## src/rtl/add_mop_seq_if.sv

```systemverilog
// Operand/sum valid-ready stream bundle for the sequential multi-operand adder.
// The slave side is the adder; the master side is whoever feeds operands and takes sums.
interface add_mop_seq_if #(
   parameter int width = 8
);
   logic             AValid;
   logic             AReady;
   logic [width-1:0] A;
   logic             ASub;
   logic             SValid;
   logic             SReady;
   logic [width-1:0] S;

   modport slave (
      input  AValid, A, ASub, SReady,
      output AReady, SValid, S
   );

   modport master (
      output AValid, A, ASub, SReady,
      input  AReady, SValid, S
   );
endinterface

```

## src/rtl/add_mop_seq.sv

```systemverilog
// Sequential multi-operand adder: carry-save accumulation of one operand per cycle,
// followed by a single carry-propagate resolve and a held valid/ready result.

// Carry-propagate adder, sum modulo 2^width. speed: 0 ripple, 1 Brent-Kung, 2 Sklansky.
module add_mop_seq_cpa #(
   parameter int width = 8,
   parameter int speed = 1
) (
   input  logic [width-1:0] a_i,
   input  logic [width-1:0] b_i,
   output logic [width-1:0] s_o
);
   // Only carries out of the low width-1 bits reach the sum; the final carry is dropped.
   localparam int N  = width - 1;
   localparam int LV = (N > 1) ? $clog2(N) : 0;

   always_comb begin
      logic [N-1:0] gv;
      logic [N-1:0] pv;
      logic [N-1:0] gn;
      logic [N-1:0] pn;
      int           j;
      gv = a_i[N-1:0] & b_i[N-1:0];
      pv = a_i[N-1:0] ^ b_i[N-1:0];
      gn = gv;
      pn = pv;
      j  = 0;
      if (speed == 0) begin
         for (int i = 1; i < N; i++)
            gv[i] = gv[i] | (pv[i] & gv[i-1]);
      end else if (speed == 2) begin
         for (int l = 0; l < LV; l++) begin
            gn = gv;
            pn = pv;
            for (int i = 0; i < N; i++) begin
               if (((i >> l) & 1) == 1) begin
                  j     = ((i >> l) << l) - 1;
                  gn[i] = gv[i] | (pv[i] & gv[j]);
                  pn[i] = pv[i] & pv[j];
               end
            end
            gv = gn;
            pv = pn;
         end
      end else begin
         // Up-sweep builds power-of-two spans; down-sweep fills the gaps in place.
         for (int l = 0; l < LV; l++) begin
            for (int i = 0; i < N; i++) begin
               if (((i + 1) % (2 ** (l + 1))) == 0) begin
                  j     = i - (2 ** l);
                  gv[i] = gv[i] | (pv[i] & gv[j]);
                  pv[i] = pv[i] & pv[j];
               end
            end
         end
         for (int l = LV - 2; l >= 0; l--) begin
            for (int i = 2 ** (l + 1); i < N; i++) begin
               if (((i + 1) % (2 ** (l + 1))) == (2 ** l)) begin
                  j     = i - (2 ** l);
                  gv[i] = gv[i] | (pv[i] & gv[j]);
                  pv[i] = pv[i] & pv[j];
               end
            end
         end
      end
      s_o = (a_i ^ b_i) ^ {gv, 1'b0};
   end
endmodule

// state   | meaning
// ACCUM   | accepting operands into the carry-save pair
// RESOLVE | one cycle: carry-propagate add of ST and CT into S
// DONE    | S presented with SValid until SReady
module add_mop_seq #(
   parameter int width = 8,
   parameter int depth = 4,
   parameter int speed = 1
) (
   input  logic         CLK,
   input  logic         RST,
   add_mop_seq_if.slave bus
);
   localparam int CW = $clog2(depth + 1);

   typedef enum logic [1:0] {ACCUM, RESOLVE, DONE} state_t;

   state_t           state_q, state_d;
   logic [CW-1:0]    cnt_q, cnt_d;
   logic [width-1:0] st_q, st_d;
   logic [width-1:0] ct_q, ct_d;
   logic [width-1:0] s_q, s_d;
   logic [width-1:0] a_eff;
   logic [width-1:0] maj;
   logic [width-1:0] sum;
   logic             accept;

   add_mop_seq_cpa #(.width(width), .speed(speed)) u_cpa (
      .a_i (st_q),
      .b_i (ct_q),
      .s_o (sum)
   );

   // Ready is gated by RST so it stays low for the whole reset window.
   assign bus.AReady = (state_q == ACCUM) & ~RST;
   assign bus.SValid = (state_q == DONE);
   assign bus.S      = s_q;
   assign accept     = bus.AValid & bus.AReady;
   assign a_eff      = bus.ASub ? ~bus.A : bus.A;
   assign maj        = (st_q & ct_q) | (st_q & a_eff) | (ct_q & a_eff);

   always_comb begin
      state_d = state_q;
      cnt_d   = cnt_q;
      st_d    = st_q;
      ct_d    = ct_q;
      s_d     = s_q;
      unique case (state_q)
         ACCUM: begin
            if (accept) begin
               st_d = st_q ^ ct_q ^ a_eff;
               // Carry shifts left, so bit 0 is free for the two's-complement +1.
               ct_d = {maj[width-2:0], bus.ASub};
               if (cnt_q == CW'(depth - 1)) begin
                  cnt_d   = '0;
                  state_d = RESOLVE;
               end else begin
                  cnt_d = cnt_q + CW'(1);
               end
            end
         end
         RESOLVE: begin
            s_d     = sum;
            state_d = DONE;
         end
         DONE: begin
            if (bus.SReady) begin
               st_d    = '0;
               ct_d    = '0;
               state_d = ACCUM;
            end
         end
         default: state_d = ACCUM;
      endcase
   end

   always_ff @(posedge CLK or posedge RST) begin
      if (RST) begin
         state_q <= ACCUM;
         cnt_q   <= '0;
         st_q    <= '0;
         ct_q    <= '0;
         s_q     <= '0;
      end else begin
         state_q <= state_d;
         cnt_q   <= cnt_d;
         st_q    <= st_d;
         ct_q    <= ct_d;
         s_q     <= s_d;
      end
   end
endmodule

```

## src/flat_wrapper.sv

```systemverilog
// flat-port wrapper written by rule: the top's interface ports become plain ports
module add_mop_seq_flat 
#(
   parameter int width = 8,
   parameter int depth = 4,
   parameter int speed = 1
)
  (CLK, RST, bus_AValid, bus_A, bus_ASub, bus_SReady, bus_AReady, bus_SValid, bus_S);
  add_mop_seq_if #(.width(width)) bus_i ();
  input  logic CLK;
  input  logic RST;
  input wire logic [$bits(bus_i.AValid)-1:0] bus_AValid;
  input wire logic [$bits(bus_i.A)-1:0] bus_A;
  input wire logic [$bits(bus_i.ASub)-1:0] bus_ASub;
  input wire logic [$bits(bus_i.SReady)-1:0] bus_SReady;
  output wire logic [$bits(bus_i.AReady)-1:0] bus_AReady;
  output wire logic [$bits(bus_i.SValid)-1:0] bus_SValid;
  output wire logic [$bits(bus_i.S)-1:0] bus_S;
  assign bus_i.AValid = bus_AValid;
  assign bus_i.A = bus_A;
  assign bus_i.ASub = bus_ASub;
  assign bus_i.SReady = bus_SReady;
  assign bus_AReady = bus_i.AReady;
  assign bus_SValid = bus_i.SValid;
  assign bus_S = bus_i.S;
  add_mop_seq #(.width(width), .depth(depth), .speed(speed)) u_core (.CLK(CLK), .RST(RST), .bus(bus_i));
endmodule
```

## config.mk

```make
export PLATFORM = sky130hd
export DESIGN_NAME = add_mop_seq_flat
export DESIGN_NICKNAME = d
export VERILOG_FILES = /design/src/rtl/add_mop_seq_if.sv /design/src/rtl/add_mop_seq.sv /design/src/flat_wrapper.sv
export SDC_FILE = /design/constraint.sdc
export NUM_CORES = 1
export LEC_CHECK = 0
export CORE_MARGIN = 5
export CORE_UTILIZATION = 56
export CTS_CLUSTER_DIAMETER = 60
export DETAILED_ROUTE_END_ITERATION = 8
export DONT_BUFFER_PORTS = 1
export PLACE_DENSITY = 0.78
export SLEW_MARGIN = 5
export SYNTH_ARGS = -nofsm -noshare
export SYNTH_HDL_FRONTEND = slang
export SYNTH_SLANG_ARGS = --single-unit
```

## constraint.sdc

```tcl
create_clock -name CLK -period 6.21 [get_ports CLK]
set_clock_uncertainty 0.15 [all_clocks]
set_input_delay 1.242 -clock CLK [delete_from_list [all_inputs] [get_ports CLK]]
set_output_delay 1.242 -clock CLK [all_outputs]
set_load 0.01 [all_outputs]
```

* Word level (Yosys, flattened, before mapping) *
Index checks and enable logic that the tools add are counted.

operators by class
  add/subtract/negate cells = 1
  multiply operators = 0
  divide/modulo/power cells = 0
  $lt $le $gt $ge = 0
  eq/ne operators = 6
  shift operators = 0
  multiplexer cells = 11
  bitwise operators = 32
  reductions and logical operators = 5

operators with widths
  kind                 count
  $mux 8               4
  $pmux 8 s2           2
  $and 7x7->7          4
  $xor 8x8->8          3
  $or 7x7->7           2
  $and 1x1->1          12
  $not 8->8            1
  $or 1x1->1           8
  $xor 7x7->7          1
  $mux 2               3
  $pmux 2 s3           1
  $reduce_and 3->1     2
  $ne 2x2->1 const B   2
  $add 3x1->3 const B  1
  $eq 3x2->1 const B   1
  $mux 3               1
  $eq 2x1->1 const B   1
  $eq 2x2->1 const B   1
  $logic_not 2->1      1
  $ne 2x1->1 const B   1
  $reduce_and 2->1     1
  $reduce_bool 2->1    1
  $not 1->1            1

storage, ports and cells
  register bits = 29
  bits in latches = 0
  memory bits (writable) = 0
  bits in read-only memories = 0
  output and inout bits = 10
  word-level logic and storage cells = 60
  memories kept = 0

* Depth between registers and ports, before layout *
Gate-level depths: netlist (run 1).

  depth after elaboration = 10
  mapped depth = 10
  mapped depth without buffers = 10

* By module *
Synthesis (run 1) repeated with hierarchy kept, for this count alone.

unflattened totals
  cells, all modules = 146
  area, all modules = 1761.7 µm²

modules (own cells, without submodules)
  module           instances  cells an instance  area an instance (µm²)  sequential area each (µm²)
  add_mop_seq      1          121                1527.7                  725.7
  add_mop_seq_cpa  1          25                 234.0                   0.0

* Worst setup path after synthesis (run 1) *
Ideal clock, no wire load.

  kind = input-to-output
  start = input RST
  end = output bus_AReady
  arrival = 1501 ps
  slack = 3317 ps
  stages = 1
  cell sequence = nor3_1

between the ends
  word-level cells in the longest chain between the ends = 2

RTL lines
  item         RTL line            source
  from (decl)  flat_wrapper.sv:11  input logic RST;
  $not 1->1    add_mop_seq.sv:104  assign bus.AReady = (state_q == ACCUM) & ~RST;
  $and 1x1->1  add_mop_seq.sv:104
  to (decl)    flat_wrapper.sv:16  output wire logic [$bits(bus_i.AReady)-1:0] bus_AReady;

Every way passes these cells.

* Worst setup path after layout (run 1) *
  start = input RST
  end = register u_core.ct_q[5]

between the ends
  word-level cells in the longest chain between the ends = 5

RTL lines
  item                        RTL line            source
  $not 1->1                   add_mop_seq.sv:104
  $and 1x1->1                 add_mop_seq.sv:104
  $and 1x1->1                 add_mop_seq.sv:107  assign accept = bus.AValid & bus.AReady;
  $ne 2x1->1 (no line)        n/a
  $reduce_and 3->1 (no line)  n/a
  to (signal assigned)        add_mop_seq.sv:157  ct_q <= ct_d;
  to (decl)                   add_mop_seq.sv:90   logic [width-1:0] ct_q, ct_d;

Every way passes these cells.
A chain may end at the register's enable or synchronous reset.

==> summary.txt, run 1 <==
Area Overhead vs Synth: 6.03%
Grt ovf: 0
Top FF cell, synth: dfrtp_1
Antenna Cells: 0
Slowest stage cell on the critical path: inv_1
Yosys top cell area share: 46.0%
Drt first-iter violations: 23
Cell Rows: 19
Critical path endpoint category: flop
Min cycle time layout: 3.04 ns
First-pass GRT wire length: 4390 um
Setup Slack @ Placement: 2.74 ns
CP Class: primary input to flop
Slew HR: 28.4%
Pwr per Cell Area: 481 nW/um^2
Setup TNS: 0 ns
Post-CTS setup buffers: 0
Post-route ant nets: 0
Worst hold-check path type: flop to flop
# clock sinks: 29
Final WS setup: 3.17 ns
FILL cells: 220
Die Footprint: 3980 sq um
Dpl hpwl: 1920 um
Die Span Y: 63.1 um
Synth warn: 0
Top cells by count, synth: 29 x dfrtp_1, 22 x nand2_1, 16 x inv_1, 11 x fa_1
Routed vias/inst: 5.40
Initial core utilization: 57.7%
Crit Reg-Reg Startpoint: u_core.ct_q[0]$_DFFE_PP0P_
VDD IR-drop max: 0.301 mV
Clock latency on the worst-skew pair: 0.32 ns
PortBufs: 0
Final period utilization: 49.0%
Post-DP Area: 1590 sq um
Max_cap viols: 0
Post-synth top area cell: dfrtp_1
Register Area: 726 sq um
Layout cells sized above 1: 8.16%
Routed wl met3: 117 um
Routed wire length: 2520 um
Worst-margin pin slew: 1.07 ns
Die X: 63.1 um
Htree depth: 2
Post-Syn Nets: 174
Mean Syn Cell Area: 10.9 sq um
Crit path cell chain: inv_1 > nand3_1 > o21ai_0
Yosys reg bits: 29
CP Data Required Time: 6.29 ns
Final Total Pwr: 0.000804 W
Crit path to: u_core.ct_q[5]$_DFFE_PP0P_
Cell area after synthesis: 1580 sq um
DRC violations left: 0
Number of global-route vias before repair: 965
Final-report setup violation count: 0
Crit. Startpoint: RST
Largest net degree at the start of global routing: 32
Crit path max fanout: 31
Max Buffers Root-to-Sink: 2
Post-CTS resize count: 0
Most frequent cell after synthesis: dfrtp_1
Post-synth EDFFs: 0
DR top layer: met4
Routed length per instance: 14.1 um
Slack of the worst reg-to-reg path: 3.71 ns
Total CTS buffers: 5
Initial antenna violation count: 0
Clock transition at path regs: 0.09 ns
M1 WL: 1120 um
Area of the multi-input gates: 762 sq um
R2r endpoint: u_core.bus.S[6]$_DFFE_PP0N_
DRT Pass-1 Iters: 5
WP data arrival: 3.12 ns
Maximum clock rate: 329 MHz
Post-synth ARST share: 100%
Top post-synthesis cells by area: dfrtp_1 46%, fa_1 14%, xnor2_1 5.6%
Sequential fraction of the synthesis area: 46.0%
Root Buffer: clkbuf_4
Core Area: 2730 sq um
CTS tree: yes
Final GP Congestion: 0.738
IO Pins: 23
Crit path largest cell delay: 0.75 ns
R2r worst-path depth: 9
Cell count after synthesis: 144
RSZ-0062 raised after global routing: false
Hold-fix buffers, CTS: 0
Via count: 962
Final Hold Viols: 0
Slew Limit Fails: 0
NumNets Final: 176
Final non-filler cell area: 1670 sq um
Synth cell types: 24
Crit path launch type: primary input
Outcome: completed
DR WL met2: 1240 um
Total GRT Usage: 14.1%
Lkg Pwr: 0.817 nW
## flip-flops by register name, indices dropped and copies added (netlist names)
signal and count:
u_core.ct_q 8, u_core.state_q 2, u_core.st_q 8, u_core.bus.S 8
u_core.cnt_q 3
## power breakdown
group	internal, W	leakage [nW]	switching, W
logic	0.000142	0.399	0.000150
registers	0.000270	0.372	0.0000839
clock network	0.0000961	0.0455	0.0000626
## logic make-up after synthesis
group	Yosys count	synth area share, %
and+or+nand+nor	32	8.89
DFF	29	46.0
AOI/OAI and AO/OA	28	10.6
buffers and inverters	21	5.64
adders and majority gates	17	18.7
xor gates and xnor gates	13	7.22
muxes	4	2.86
## layer usage
layer	track usage (%)	up-vias
met5	0	-
met4	7.16	0
met3	4.44	4
met2	22.1	29
met1	17.4	461
li1	-	468
## final cells by class
cell class	instances	share of cell area, %
clock inverters	1	1.80
multi-input cells	94	45.6
clock buffers	7	3.29
flip-flops and latches	29	43.4
well taps	31	2.32
inverters	16	3.59
## metrics by stage
stage,cells,util (%),hold WS [ns]
global placement,170,58.0,0.308
floorplan,144,-,0.293
finish,178,61.1,0.348
global route,178,61.1,0.385
CTS,178,61.1,0.352
detailed placement,170,58.0,0.331
## critical path, delay by kind of cell
| kind | cells | cell delay [ns] |
|---|---|---|
| and+or+nand+nor | 1 | 0.75 |
| AOI/OAI and AO/OA | 1 | 0.37 |
| buffers and inverters | 1 | 0.75 |
## cell usage in the layout, fill, tap and decap left out
master,instances
a22o_1,3
or2b_1,1
dfrtp_1,29
inv_1,16
clkbuf_4,5
nor2_1,2
o21ai_1,10
clkbuf_1,1
a31o_2,1
clkbuf_8,1
a21o_1,4
ha_1,6
nand3_1,2
nand2b_1,2
xnor2_1,10
and3_1,1
fa_1,11
mux2_2,4
nand2_1,22
a21boi_0,1
nor3_1,1
bufinv_16,1
o21ai_0,9
or3b_1,1
xor2_1,3
## worst min path at each step
stage                                      from                           to  slack (ns)  cells after the start
floorplan           u_core.cnt_q[1]$_DFFE_PP0P_  u_core.cnt_q[1]$_DFFE_PP0P_        0.29                      2
global placement    u_core.cnt_q[1]$_DFFE_PP0P_  u_core.cnt_q[1]$_DFFE_PP0P_        0.31                      2
detailed placement  u_core.cnt_q[1]$_DFFE_PP0P_  u_core.cnt_q[1]$_DFFE_PP0P_        0.33                      2
CTS                 u_core.cnt_q[1]$_DFFE_PP0P_  u_core.cnt_q[1]$_DFFE_PP0P_        0.35                      2
global route        u_core.cnt_q[0]$_DFFE_PP0P_  u_core.cnt_q[0]$_DFFE_PP0P_        0.38                      1
finish               u_core.ct_q[1]$_DFFE_PP0P_   u_core.ct_q[1]$_DFFE_PP0P_        0.35                      2
No activity file was read; power rests on OpenSTA's default activity.
==> run 2, diff against run 1 <==
==> constraint.sdc (replaced) <==
create_clock -name CLK -period 3 [get_ports CLK]
set_clock_uncertainty 0.15 [all_clocks]
set_input_delay 0.6 -clock CLK [delete_from_list [all_inputs] [get_ports CLK]]
set_output_delay 0.6 -clock CLK [all_outputs]
set_load 0.01 [all_outputs]
==> run 2 against run 1 <==
  * Clock power rose by 42%
  * Total power is 98% higher
  * Cell count rose by 1.1%
  * Via count is 3.6% higher
  * Register-to-register slack lost 3.2 ns
  * Critical path depth rose by 6
  * Worst setup slack got worse by 2.6 ns
  * Global-route usage rose by 2.1 points
  * Sequential share of layout area rose by 0.43 points
  * Combinational power rose by 120%
  * Wire length increased by 15%
  * Sequential cell count unchanged
  * Critical endpoint is now u_core.bus.S[6]$_DFFE_PP0N_
==> summary.txt, run 2 (synthesized netlist as in run 1, its figures left out) <==
Outcome: completed (unchanged)
Critical path endpoint category: flop (unchanged)
Cell Rows: 19 (unchanged)
Final-report setup violation count: 0 (unchanged)
Drt first-iter violations: 29 (was 23)
CP Class: flop to flop (was primary input to flop)
Lkg Pwr: 0.812 nW (was 0.817 nW)
Internal Pwr Total: 0.000949 W (was 0.000508 W)
Final core occ: 60.5% (was 61.1%)
Max Buffers Root-to-Sink: 2 (unchanged)
Largest net degree at the start of global routing: 22 (was 32)
Routed length per instance: 16.1 um (was 14.1 um)
# clock sinks: 29 (unchanged)
CTS tree: yes (unchanged)
Slowest stage cell on the critical path: fa_1 (was inv_1)
Top delay family on crit path: adder cells (was buffers and inverters)
RSZ-0062 raised after global routing: false (unchanged)
Final period utilization: 82.0%
Global Route met1 Usage: 16.6% (was 17.4%)
CP Data Required Time: 3.08 ns (was 6.29 ns)
Grt ovf: 0 (unchanged)
PortBufs: 0 (unchanged)
Most common cell after layout, fill and taps aside: dfrtp_1 (unchanged)
Crit path launch type: flop (was primary input)
Final non-filler cell area: 1660 sq um (was 1670 sq um)
Initial antenna violation count: 0 (unchanged)
Clock transition at path regs: 0.09 ns (about the same)
Root Buffer: clkbuf_4 (unchanged)
GRT met3 Usage: 4.62% (was 4.44%)
Slew Limit Fails: 0 (unchanged)
Crit path max fanout: 3 (was 31)
Slew HR: 57.3% (was 28.4%)
Initial core utilization: 57.7% (unchanged)
DRC violations left: 0 (unchanged)
Clock latency on the worst-skew pair: 0.33 ns (was 0.32 ns)
Routed vias/inst: 5.54 (was 5.40)
Routed wire length: 2900 um (was 2520 um)
Crit path cell chain: ha_1 > inv_1 > fa_1 > inv_1 > a21o_1 > a21o_1 > a31o_2 > fa_1 > mux2_2 (was inv_1 > nand3_1 > o21ai_0)
Total GRT Usage: 16.2% (was 14.1%)
Post-route ant nets: 0 (unchanged)
Comb power frac: 39.6% (was 36.3%)
DRT Pass-1 Iters: 4 (was 5)
Final Hold Viols: 0 (unchanged)
NumNets Final: 178 (was 176)
Max_cap viols: 0 (unchanged)
Antenna Cells: 0 (unchanged)
Via count: 997 (was 962)
Buf/Inv on CP: 2 (was 1)
IO Pins: 23 (unchanged)
Register Area: 726 sq um (unchanged)
Total CTS buffers: 5 (unchanged)
Worst hold path depth: 1 (was 2)
Busiest layer in global routing: met2 (unchanged)
Min cycle time layout: 2.46 ns
Core Area: 2730 sq um (unchanged)
WP data arrival: 2.54 ns (was 3.12 ns)
Area Overhead vs Synth: 5.00% (was 6.03%)
Switching portion of total power: 40.3% (was 36.9%)
Levels on crit path: 9 (was 3)
Setup TNS: 0 ns (unchanged)
Maximum clock rate: 406 MHz
Htree depth: 2 (unchanged)
Most frequent cells in the layout: 29 x dfrtp_1, 22 x nand2_1, 16 x inv_1, 11 x fa_1 (unchanged)
Die X: 63.1 um (unchanged)
Global Route met2 Usage: 28.7% (was 22.1%)
Area of the multi-input gates: 762 sq um (unchanged)
Psw: 0.000641 W (was 0.000297 W)
Setup Slack @ Placement: 0.534 ns (was 2.74 ns)
Final GP Congestion: 0.800 (was 0.738)
Clock power share: 14.2% (was 19.7%)
FILL cells: 219 (was 220)
Worst-margin pin slew: 0.639 ns (was 1.07 ns)
Crit path largest cell delay: 0.44 ns (was 0.75 ns)
Pwr per Cell Area: 960 nW/um^2 (was 481 nW/um^2)
Flop pwr share: 46.2% (was 44.0%)
Worst hold-check path type: primary input to flop (was flop to flop)
R2r worst-path depth: 9 (unchanged)
First-pass GRT wire length: 4940 um (was 4390 um)
VDD IR-drop max: 0.602 mV (was 0.301 mV)
Die Span Y: 63.1 um (unchanged)
Die Footprint: 3980 sq um (unchanged)
Dpl hpwl: 2220 um (was 1920 um)
Number of global-route vias before repair: 1118 (was 965)
Layout cells sized above 1: 8.72% (was 8.16%)
Final WS setup: 0.539 ns (was 3.17 ns)
Post-DP Area: 1590 sq um (about the same)
## run 2: changes by cell type in the layout (fill, tap and decap cells not counted)
cell	before	now
bufinv_16	1	0
buf_4	0	1
clkbuf_8	1	0
dlygate4sd3_1	0	1
clkinv_2	0	2
## run 2: worst paths after layout
check                                                 to  slack [ns]                         from
min                        u_core.state_q[1]$_DFFE_PP0P_        0.21                   bus_SReady
min in group asynchronous  u_core.state_q[1]$_DFFE_PP0P_        0.52                          RST
max in group asynchronous     u_core.ct_q[3]$_DFFE_PP0P_        1.56                          RST
max                          u_core.bus.S[6]$_DFFE_PP0N_        0.54   u_core.ct_q[0]$_DFFE_PP0P_
max reg2reg                  u_core.bus.S[6]$_DFFE_PP0N_        0.54   u_core.ct_q[0]$_DFFE_PP0P_
min reg2reg                  u_core.cnt_q[1]$_DFFE_PP0P_        0.36  u_core.cnt_q[1]$_DFFE_PP0P_
## run 2: power by group through the flow
| stage | registers, W | clock network (W) | logic, W |
|---|---|---|---|
| global placement | 0.000730 | 0 | 0.000581 |
| finish | 0.000734 | 0.000226 | 0.000630 |
| CTS | 0.000736 | 0.000230 | 0.000647 |
| detailed placement | 0.000744 | 0 | 0.000643 |
| global route | 0.000761 | 0.000254 | 0.000734 |
| floorplan | 0.000701 | 0 | 0.000510 |
## run 2: repair_timing
| item | 4_1_cts | 5_1_grt |
|---|---|---|
| resized for setup | 0 | 0 |
| setup buffers | 0 | 0 |
| hold endpoints to repair | 8 | 0 |
| hold buffers | 1 | 0 |
## run 2: layer usage
metal | vias to the layer above | routed length (um) | share of wire [%]
li1 | 470 | - | -
met3 | 7 | 111 | 3.8
met5 | - | 0 | 0
met2 | 21 | 1560 | 54
met1 | 499 | 1150 | 40
met4 | 0 | 76 | 2.6
## run 2: layout make-up
class | instances | area share [%]
clock buffers | 6 | 2.49
repair buffers | 2 | 1.06
multi-input cells | 94 | 46.0
flip-flops and latches | 29 | 43.8
well taps | 31 | 2.34
inverters | 16 | 3.63
clock inverters | 2 | 0.605
## run 2: per-stage QoR
step / power, W / hold slack (ns) / instances
finish: 0.00159 / 0.209 / 180
global route: 0.00175 / 0.197 / 180
CTS: 0.00161 / 0.201 / 180
floorplan: 0.00121 / 0.293 / 144
global placement: 0.00131 / 0.303 / 171
detailed placement: 0.00139 / 0.328 / 171
